File: src/rtl/arb_pkg.sv
// Shared types and helpers for the round-robin arbiter/mux.
package arb_pkg;

   typedef enum logic {
      EMPTY = 1'b0,
      FULL  = 1'b1
   } arb_state_e;

   // Index width for n requesters, never narrower than one bit.
   function automatic int id_width(input int n);
      return (n > 2) ? $clog2(n) : 1;
   endfunction

endpackage

File: src/rtl/arb_rr_mux_if.sv
// Request-side and output-side handshake bundle of the round-robin arbiter/mux.
interface arb_rr_mux_if #(
   parameter int REQ_NUM    = 4,
   parameter int DATA_WIDTH = 8
);
   localparam int ID_WIDTH = arb_pkg::id_width(REQ_NUM);

   logic [REQ_NUM-1:0]            i_req_valid;
   logic [REQ_NUM-1:0]            o_req_ready;
   logic [REQ_NUM*DATA_WIDTH-1:0] i_req_data;
   logic                          o_val_valid;
   logic                          i_val_ready;
   logic [DATA_WIDTH-1:0]         o_val_data;
   logic [ID_WIDTH-1:0]           o_val_id;

   modport slave (
      input  i_req_valid, i_req_data, i_val_ready,
      output o_req_ready, o_val_valid, o_val_data, o_val_id
   );

   modport master (
      output i_req_valid, i_req_data, i_val_ready,
      input  o_req_ready, o_val_valid, o_val_data, o_val_id
   );
endinterface

File: src/rtl/mux_key.sv
// Key-addressed multiplexer: returns the value of the LUT entry whose key matches.
module mux_key #(
   parameter int KEY_NUM   = 4,
   parameter int KEY_WIDTH = 2,
   parameter int VAL_WIDTH = 8
) (
   input  logic [KEY_WIDTH-1:0]                   i_key,
   input  logic [KEY_NUM*(KEY_WIDTH+VAL_WIDTH)-1:0] i_lut,
   output logic [VAL_WIDTH-1:0]                   o_val
);
   localparam int PAIR_W = KEY_WIDTH + VAL_WIDTH;

   // Keys are unique, so OR-ing the masked entries yields the single match.
   always_comb begin
      o_val = '0;
      for (int k = 0; k < KEY_NUM; k++) begin
         o_val = o_val | ({VAL_WIDTH{i_lut[k*PAIR_W+VAL_WIDTH +: KEY_WIDTH] == i_key}}
                          & i_lut[k*PAIR_W +: VAL_WIDTH]);
      end
   end

endmodule

File: src/rtl/arb_rr_mux.sv
// Round-robin arbiter feeding a one-entry output register with a valid/ready handshake.
module arb_rr_mux
   import arb_pkg::*;
#(
   parameter int REQ_NUM    = 4,
   parameter int DATA_WIDTH = 8
) (
   input  logic         i_clk,
   input  logic         i_rst,
   arb_rr_mux_if.slave  bus
);
   localparam int ID_WIDTH = id_width(REQ_NUM);
   localparam int PAIR_W   = ID_WIDTH + DATA_WIDTH;

   arb_state_e             state_q, state_d;
   logic [ID_WIDTH-1:0]    ptr_q, ptr_d;
   logic [ID_WIDTH-1:0]    val_id_q, val_id_d;
   logic [DATA_WIDTH-1:0]  val_data_q, val_data_d;

   logic [ID_WIDTH:0]      sum_s;
   logic [ID_WIDTH-1:0]    cand_s;
   logic                   hit_s;
   logic                   found_s;
   logic [ID_WIDTH-1:0]    winner_s;
   logic [ID_WIDTH-1:0]    ptr_next_s;
   logic                   load_s;
   logic [REQ_NUM-1:0]     req_ready_s;
   logic [REQ_NUM*PAIR_W-1:0] lut_s;
   logic [DATA_WIDTH-1:0]  win_data_s;

   // Scan upward from ptr, wrapping at REQ_NUM-1; the first valid requester wins.
   always_comb begin
      found_s  = 1'b0;
      winner_s = '0;
      sum_s    = '0;
      cand_s   = '0;
      hit_s    = 1'b0;
      for (int off = 0; off < REQ_NUM; off++) begin
         sum_s    = {1'b0, ptr_q} + (ID_WIDTH+1)'(off);
         sum_s    = (sum_s >= (ID_WIDTH+1)'(REQ_NUM)) ? (sum_s - (ID_WIDTH+1)'(REQ_NUM)) : sum_s;
         cand_s   = sum_s[ID_WIDTH-1:0];
         hit_s    = ~found_s & bus.i_req_valid[cand_s];
         winner_s = hit_s ? cand_s : winner_s;
         found_s  = found_s | hit_s;
      end
   end

   assign load_s      = found_s & ((state_q == EMPTY) | bus.i_val_ready) & ~i_rst;
   assign req_ready_s = load_s ? (REQ_NUM'(1'b1) << winner_s) : '0;
   assign ptr_next_s  = (winner_s == ID_WIDTH'(REQ_NUM - 1)) ? '0 : (winner_s + ID_WIDTH'(1'b1));

   for (genvar k = 0; k < REQ_NUM; k++) begin : g_lut
      assign lut_s[k*PAIR_W +: PAIR_W] = {ID_WIDTH'(k), bus.i_req_data[k*DATA_WIDTH +: DATA_WIDTH]};
   end

   mux_key #(
      .KEY_NUM   (REQ_NUM),
      .KEY_WIDTH (ID_WIDTH),
      .VAL_WIDTH (DATA_WIDTH)
   ) u_mux_key (
      .i_key (winner_s),
      .i_lut (lut_s),
      .o_val (win_data_s)
   );

   // Next-state: a load always (re)fills the register; otherwise FULL drains on ready.
   always_comb begin
      state_d    = state_q;
      ptr_d      = ptr_q;
      val_id_d   = val_id_q;
      val_data_d = val_data_q;
      if (load_s) begin
         state_d    = FULL;
         ptr_d      = ptr_next_s;
         val_id_d   = winner_s;
         val_data_d = win_data_s;
      end else begin
         case (state_q)
            EMPTY:   state_d = EMPTY;
            FULL:    state_d = bus.i_val_ready ? EMPTY : FULL;
            default: state_d = EMPTY;
         endcase
      end
   end

   // State and output registers; reset discards any held payload.
   always_ff @(posedge i_clk) begin
      if (i_rst) begin
         state_q    <= EMPTY;
         ptr_q      <= '0;
         val_id_q   <= '0;
         val_data_q <= '0;
      end else begin
         state_q    <= state_d;
         ptr_q      <= ptr_d;
         val_id_q   <= val_id_d;
         val_data_q <= val_data_d;
      end
   end

   assign bus.o_req_ready = req_ready_s;
   assign bus.o_val_valid = (state_q == FULL);
   assign bus.o_val_data  = val_data_q;
   assign bus.o_val_id    = val_id_q;

endmodule

File: src/flat_wrapper.sv
// flat-port wrapper written by rule: the top's interface ports become plain ports
module arb_rr_mux_flat import arb_pkg::*;
#(
   parameter int REQ_NUM    = 4,
   parameter int DATA_WIDTH = 8
)
  (i_clk, i_rst, bus_i_req_valid, bus_i_req_data, bus_i_val_ready, bus_o_req_ready, bus_o_val_valid, bus_o_val_data, bus_o_val_id);
  arb_rr_mux_if #(.REQ_NUM(REQ_NUM), .DATA_WIDTH(DATA_WIDTH)) bus_i ();
  input  logic i_clk;
  input  logic i_rst;
  input wire logic [$bits(bus_i.i_req_valid)-1:0] bus_i_req_valid;
  input wire logic [$bits(bus_i.i_req_data)-1:0] bus_i_req_data;
  input wire logic [$bits(bus_i.i_val_ready)-1:0] bus_i_val_ready;
  output wire logic [$bits(bus_i.o_req_ready)-1:0] bus_o_req_ready;
  output wire logic [$bits(bus_i.o_val_valid)-1:0] bus_o_val_valid;
  output wire logic [$bits(bus_i.o_val_data)-1:0] bus_o_val_data;
  output wire logic [$bits(bus_i.o_val_id)-1:0] bus_o_val_id;
  assign bus_i.i_req_valid = bus_i_req_valid;
  assign bus_i.i_req_data = bus_i_req_data;
  assign bus_i.i_val_ready = bus_i_val_ready;
  assign bus_o_req_ready = bus_i.o_req_ready;
  assign bus_o_val_valid = bus_i.o_val_valid;
  assign bus_o_val_data = bus_i.o_val_data;
  assign bus_o_val_id = bus_i.o_val_id;
  arb_rr_mux #(.REQ_NUM(REQ_NUM), .DATA_WIDTH(DATA_WIDTH)) u_core (.i_clk(i_clk), .i_rst(i_rst), .bus(bus_i));
endmodule
File: config.mk
export PLATFORM = sky130hd
export DESIGN_NAME = arb_rr_mux_flat
export DESIGN_NICKNAME = d
export VERILOG_FILES = /design/src/rtl/arb_pkg.sv /design/src/rtl/arb_rr_mux_if.sv /design/src/rtl/mux_key.sv /design/src/rtl/arb_rr_mux.sv /design/src/flat_wrapper.sv
export SDC_FILE = /design/constraint.sdc
export NUM_CORES = 1
export LEC_CHECK = 0
export CAP_MARGIN = 0
export CORE_MARGIN = 5
export CORE_UTILIZATION = 30
export DETAILED_ROUTE_END_ITERATION = 10
export DONT_BUFFER_PORTS = 1
export PLACE_DENSITY = 0.47
export SLEW_MARGIN = 20
export SYNTH_ARGS = -nofsm -noshare
export SYNTH_HDL_FRONTEND = slang
export SYNTH_HIERARCHICAL = 1
export SYNTH_SLANG_ARGS = --single-unit
File: constraint.sdc
create_clock -name i_clk -period 3.5 [get_ports i_clk]
set_input_delay 0.7 -clock i_clk [delete_from_list [all_inputs] [get_ports i_clk]]
set_output_delay 0.7 -clock i_clk [all_outputs]
set_load 0.005 [all_outputs]
After elaboration in Yosys (flattened, before gate mapping)
Cells that the tools add are included.
{"block": "word_totals", "mem_count": 0, "ramBits": 0, "wordCells": 68, "inputBits": 39, "register_bits": 13, "rom_bits": 0, "latch_bits": 0, "output_inout_bits": 15}
{"block": "classes", "eq_ne": 4, "addsub": 8, "bitwise": 21, "order_cmp": 8, "n_reduce_logical": 1, "multipliers": 0, "shifts": 1, "n_mux": 21, "div_mod_pow": 0}
{"operator": "$and 8x8->8", "count": 4}
{"operator": "$or 8x8->8", "count": 3}
{"operator": "$mux 2", "count": 9}
{"operator": "$lt 2x3->1 const B", "count": 4}
{"operator": "$ge 3x3->1 const B", "count": 3}
{"operator": "$bmux 1 s2", "count": 4}
{"operator": "$sub 2x1->2 const B", "count": 4}
{"operator": "$add 2x2->3 const B", "count": 2}
{"operator": "$mux 1", "count": 6}
{"operator": "$and 1x1->1", "count": 5}
{"operator": "$not 1->1", "count": 5}
{"operator": "$eq 2x2->1 const A", "count": 2}
{"operator": "$mux 4", "count": 1}
{"operator": "$or 1x1->1", "count": 4}
{"operator": "$shl 1x2->4 const A", "count": 1}
{"operator": "$add 2x1->3 const B", "count": 1}
{"operator": "$ge 2x3->1 const B", "count": 1}
{"operator": "$add 2x1->2 const B", "count": 1}
{"operator": "$eq 1x2->1 const A", "count": 1}
{"operator": "$eq 2x2->1 const B", "count": 1}
{"operator": "$logic_not 2->1", "count": 1}
{"operator": "$pmux 1 s2", "count": 1}

Logic depth before layout (Yosys ltp)
{"block": "logic_depth", "word_depth": 18, "mapped_depth": 10, "depth_no_buf": 9}

Cells and area by module
The synthesis kept the hierarchy.
{"mod": "arb_rr_mux", "seq_area_each_um2": 260.2, "area_per_inst_um2": 669.4, "n_inst": 1, "cells_per_inst": 79}
{"mod": "mux_key", "seq_area_each_um2": 0.0, "area_per_inst_um2": 407.9, "n_inst": 1, "cells_per_inst": 50}

Worst setup path before layout
OpenSTA, ideal clock, no wires.
{"block": "synth_path", "path_kind": "input -> output", "startpoint": "input bus_i_req_valid[1]", "endpoint": "output bus_o_req_ready[3]", "arrival_ns": 1.717, "path_stages": 6, "t_required_ns": 2.800, "n_path_buf": 0, "slack_ns": 1.083, "path_cell_list": "nand2b_1 > a21oi_1 > o32ai_1 > inv_1 > ha_1 > and2_1"}
{"block": "synth_via", "elab_cells_between_ends": 25, "classes_between": "shift (1); mux (13); bitwise (11)"}
{"element": "start, declared", "line_no": "flat_wrapper.sv:11", "source": "input wire logic [$bits(bus_i.i_req_valid)-1:0] bus_i_req_valid;"}
{"element": "$bmux 1 s2", "line_no": "arb_rr_mux.sv:42", "source": "hit_s = ~found_s & bus.i_req_valid[cand_s];"}
{"element": "$mux 1 (not written as such)", "line_no": "arb_rr_mux.sv:42"}
{"element": "$not 1->1", "line_no": "arb_rr_mux.sv:42"}
{"element": "$and 1x1->1", "line_no": "arb_rr_mux.sv:42"}
{"element": "$or 1x1->1", "line_no": "arb_rr_mux.sv:44", "source": "found_s = found_s | hit_s;"}
{"element": "$not 1->1", "line_no": "arb_rr_mux.sv:42"}
{"element": "$and 1x1->1", "line_no": "arb_rr_mux.sv:42"}
{"element": "$or 1x1->1", "line_no": "arb_rr_mux.sv:44"}
{"element": "$not 1->1", "line_no": "arb_rr_mux.sv:42"}
{"element": "$and 1x1->1", "line_no": "arb_rr_mux.sv:42"}
{"element": "$mux 2 (*)", "line_no": "arb_rr_mux.sv:43", "source": "winner_s = hit_s ? cand_s : winner_s;"}
{"element": "named net u_core.winner_s[1]", "line_no": "arb_rr_mux.sv:24", "source": "logic [ID_WIDTH-1:0] winner_s;"}
{"element": "$shl 1x2->4 (*)", "line_no": "arb_rr_mux.sv:49", "source": "assign req_ready_s = load_s ? (REQ_NUM'(1'b1) << winner_s) : '0;"}
{"element": "$mux 4 (*)", "line_no": "arb_rr_mux.sv:49"}
{"element": "end, declared", "line_no": "flat_wrapper.sv:14", "source": "output wire logic [$bits(bus_i.o_req_ready)-1:0] bus_o_req_ready;"}
The timed path passes the listed nets; every way through them passes the cells marked *. The select of a mux whose other input is x is not followed.

Final worst setup path
{"block": "layout_path", "startpoint": "input bus_i_req_valid[1]", "endpoint": "output bus_o_req_ready[2]"}
The elaborated chain is that of the path after synthesis.

==> impl_results.md <==
* Status: complete, no violations
* IO buf count at 0
* Quantity of gates resized following cts at 0
* Count of final setup violators at 0
* Total negative slack at 0 ns
* Endpoint, Worst Hold: u_core/bus.o_val_valid$_SDFF_PP0_
* Count of TritonRoute iterations in the first routing pass at 4
* Combined area of all synthesized cells at 1080 um2
* Proportion of netlist area held by the largest area contributor at 0.242
* First-pass GRT wire length at 4.59 mm
* Area post-placement at 1140 um2
* WL/cell at 15.5 um
* Number of sinks driven by the clock tree at 13
* CTS clock-pin slew for the worst setup and hold paths at 0.08 ns
* Y dimension of the die at 69.9 um
* Sort of element at the end of the critical path: primary output
* Via count of the first global-routing pass at 985
* Clock tree from TritonCTS: built
* Most area-consuming cells after synthesis: sky130_fd_sc_hd__dfxtp_1, sky130_fd_sc_hd__nand3_1, sky130_fd_sc_hd__xnor2_4, sky130_fd_sc_hd__nand2b_1, sky130_fd_sc_hd__xnor2_2
* Number of placement rows at 21
* Slew of the pin with the lowest slew margin at 0.590 ns
* Highest fanout seen on the critical path at 6
* Number of buffers on the longest clock path at 2
* Area inside the core boundary at 3420 um2
* Required time at the worst-slack endpoint at 2.80 ns
* Cell Pwr Density at 559 nW/um2
* Post-layout minimum cycle time at 2.76 ns
* Total count of hold-check failures in the final report at 0
* Initial antenna violation count at 0
* Maximum ir drop on the vdd rail at 155 uV
* Worst slew margin relative to its limit at 0.605
* Number of buffers added to fix hold violations after cts at 0
* Routability Congestion at 0.826
* Half-perimeter wire length after detailed placement at 2.24 mm
* Register-to-Register Path Depth at 9
* Non-Filler Instances at 183
* Leakage at 0.000446 uW
* Design area at 1170 um2
* Count of nets left with antenna violations after detail routing at 0
* Maximum Capacitance Violations at 0
* Number of buffers added for setup after CTS at 0
* Cells after DPL at 179
* Hold Startpoint: i_rst
* Synth cell count leaders: sky130_fd_sc_hd__nand3_1, sky130_fd_sc_hd__dfxtp_1, sky130_fd_sc_hd__nand2b_1, sky130_fd_sc_hd__o21ai_0, sky130_fd_sc_hd__nand2_1
* Synth Register Bits at 13
* Routed wire length at 2.83 mm
* WHS Path Cells at 1
* Average instance area after synthesis at 8.35 um2
* Library cell with the largest summed area after synthesis: sky130_fd_sc_hd__dfxtp_1
* Total number of vias at 967
* Count of H-tree levels built during CTS at 1
* Die area at 4890 um2
* Number of I/O pins at 54
* FF-to-FF setup slack at 1.37 ns
* Layout cells sized above 1 at 0.131
* Global route total overflow at 0
* Worst Setup Path Type: in2out
* Initial core utilization at 0.315
* DRC marker count from the first detailed-route iteration at 58
* Sequential element share of the synthesized area at 0.242
* Cell at the root of the clock tree: sky130_fd_sc_hd__clkbuf_4
* Endpoint of the worst register-to-register path: u_core/bus.o_val_data[6]$_SDFFE_PP0P_
* Count of flip-flops with a built-in enable after synthesis at 0
* TritonCTS Buffers at 3
* Library cells used by synthesis at 27
* Max Clock Skew at 0.00241 ns
* Path class of the lowest-slack min-delay path: in2reg
* Area Overhead vs Synth at 8.59%
* Highest clock rate at 363 MHz
* Async SR Flop Fraction at 0
* Main flop type after synthesis: sky130_fd_sc_hd__dfxtp_1
* Cell with the most instances after synthesis: sky130_fd_sc_hd__nand3_1
* Count of final max-slew check failures at 0
* Reg-to-Reg Start: u_core/ptr_q[1]$_SDFFE_PP0P_
* Worst hold slack at 0.488 ns
* Ratio of final minimum period to clock period at 0.787
* Synth warn at 6
* Setup repair after global routing missed its margin: false
* Routed via count divided by cell count at 5.28
* Launching element type of the critical path: input pin
* Final nets at 181
* Worst Path Arrival at 2.06 ns
* Largest net degree at the start of global routing at 21
* Chip width at 69.9 um
* Worst-Skew Late Latency at 0.27 ns
* Global routing usage summed across all routing layers at 0.115
* Number of antenna repair diodes at 0
* DRC violations left at 0
* Number of instances in the synthesized netlist at 129
[registers in the layout (all words and copies together), names as in the netlist]
| name | count |
|---|---|
| u_core/bus.o_val_data | 8 |
| u_core/bus.o_val_id | 2 |
| u_core/ptr_q | 2 |
| u_core/bus.o_val_valid | 1 |
[cells by family after synthesis]
family                   synth area share
flip-flops                          0.242
buffers and inverters              0.0406
AND/OR/NAND/NOR                     0.405
adder cells (fa/ha/maj)            0.0465
XOR/XNOR                            0.163
AO/OA/AOI/OAI                      0.0964
other                             0.00697
[per-stage QoR]
step / util / total power [uW] / setup WS (ns)
after global routing: 0.342 / 717 / 0.607
after global placement: 0.335 / 559 / 0.848
after detailed placement: 0.335 / 570 / 0.746
after floorplan: - / 496 / 1.08
after CTS: 0.342 / 665 / 0.726
final: 0.342 / 654 / 0.744
[layout by cell type, fill, tap and decap left out, types with 2 or more instances in the layout]
cell type and count:
sky130_fd_sc_hd__a21oi_1 2, sky130_fd_sc_hd__clkbuf_4 3, sky130_fd_sc_hd__xnor2_2 4, sky130_fd_sc_hd__or3b_1 2
sky130_fd_sc_hd__buf_4 3, sky130_fd_sc_hd__ha_1 4, sky130_fd_sc_hd__xnor2_4 4, sky130_fd_sc_hd__nand3_1 33
sky130_fd_sc_hd__nor2_1 2, sky130_fd_sc_hd__conb_1 8, sky130_fd_sc_hd__nand4_1 8, sky130_fd_sc_hd__nand2b_1 12
sky130_fd_sc_hd__o21ai_0 12, sky130_fd_sc_hd__nand2_1 10, sky130_fd_sc_hd__inv_1 2, sky130_fd_sc_hd__and2_1 4
sky130_fd_sc_hd__nor2b_1 3, sky130_fd_sc_hd__dfxtp_1 13
[final cells by class]
cell class | instances | area, um2
multi-input combinational | 115 | 796
timing repair buffer | 3 | 22.5
sequential | 13 | 260
clock buffer | 4 | 26.3
inverter | 2 | 7.51
fill | 382 | 2250
tap | 46 | 57.6
[how the worst max path moves through the flow]
stage | endpoint | depth (start not counted) | slack (ns) | startpoint
after global placement | bus_o_req_ready[3] | 7 | 0.85 | bus_i_req_valid[1]
after detailed placement | bus_o_req_ready[3] | 7 | 0.75 | bus_i_req_valid[1]
after floorplan | bus_o_req_ready[3] | 6 | 1.08 | bus_i_req_valid[1]
final | bus_o_req_ready[2] | 7 | 0.74 | bus_i_req_valid[1]
after CTS | bus_o_req_ready[3] | 7 | 0.73 | bus_i_req_valid[1]
after global routing | bus_o_req_ready[2] | 7 | 0.61 | bus_i_req_valid[1]
[where the power goes]
part	internal, uW	switching (uW)	total, uW
Clock	44.1	47.1	91.1
Sequential	186	31.1	217
Combinational	143	203	346
Total	373	281	654
[worst max-delay path, cell delays in order]
cell and delay [ns]:
sky130_fd_sc_hd__nand2b_1 0.10, sky130_fd_sc_hd__a21oi_1 0.05, sky130_fd_sc_hd__o32ai_1 0.55, sky130_fd_sc_hd__inv_1 0.08
sky130_fd_sc_hd__buf_4 0.23, sky130_fd_sc_hd__ha_1 0.20, sky130_fd_sc_hd__and2_1 0.15
[layer usage]
layer	vias to the layer above	part of all wire	GRT usage
met5	-	0	0
met4	0	0.033	0.0617
met3	8	0.11	0.0574
met2	57	0.47	0.191
met1	436	0.38	0.118
li1	466	-	-
Power figures use the tool's default switching activity.
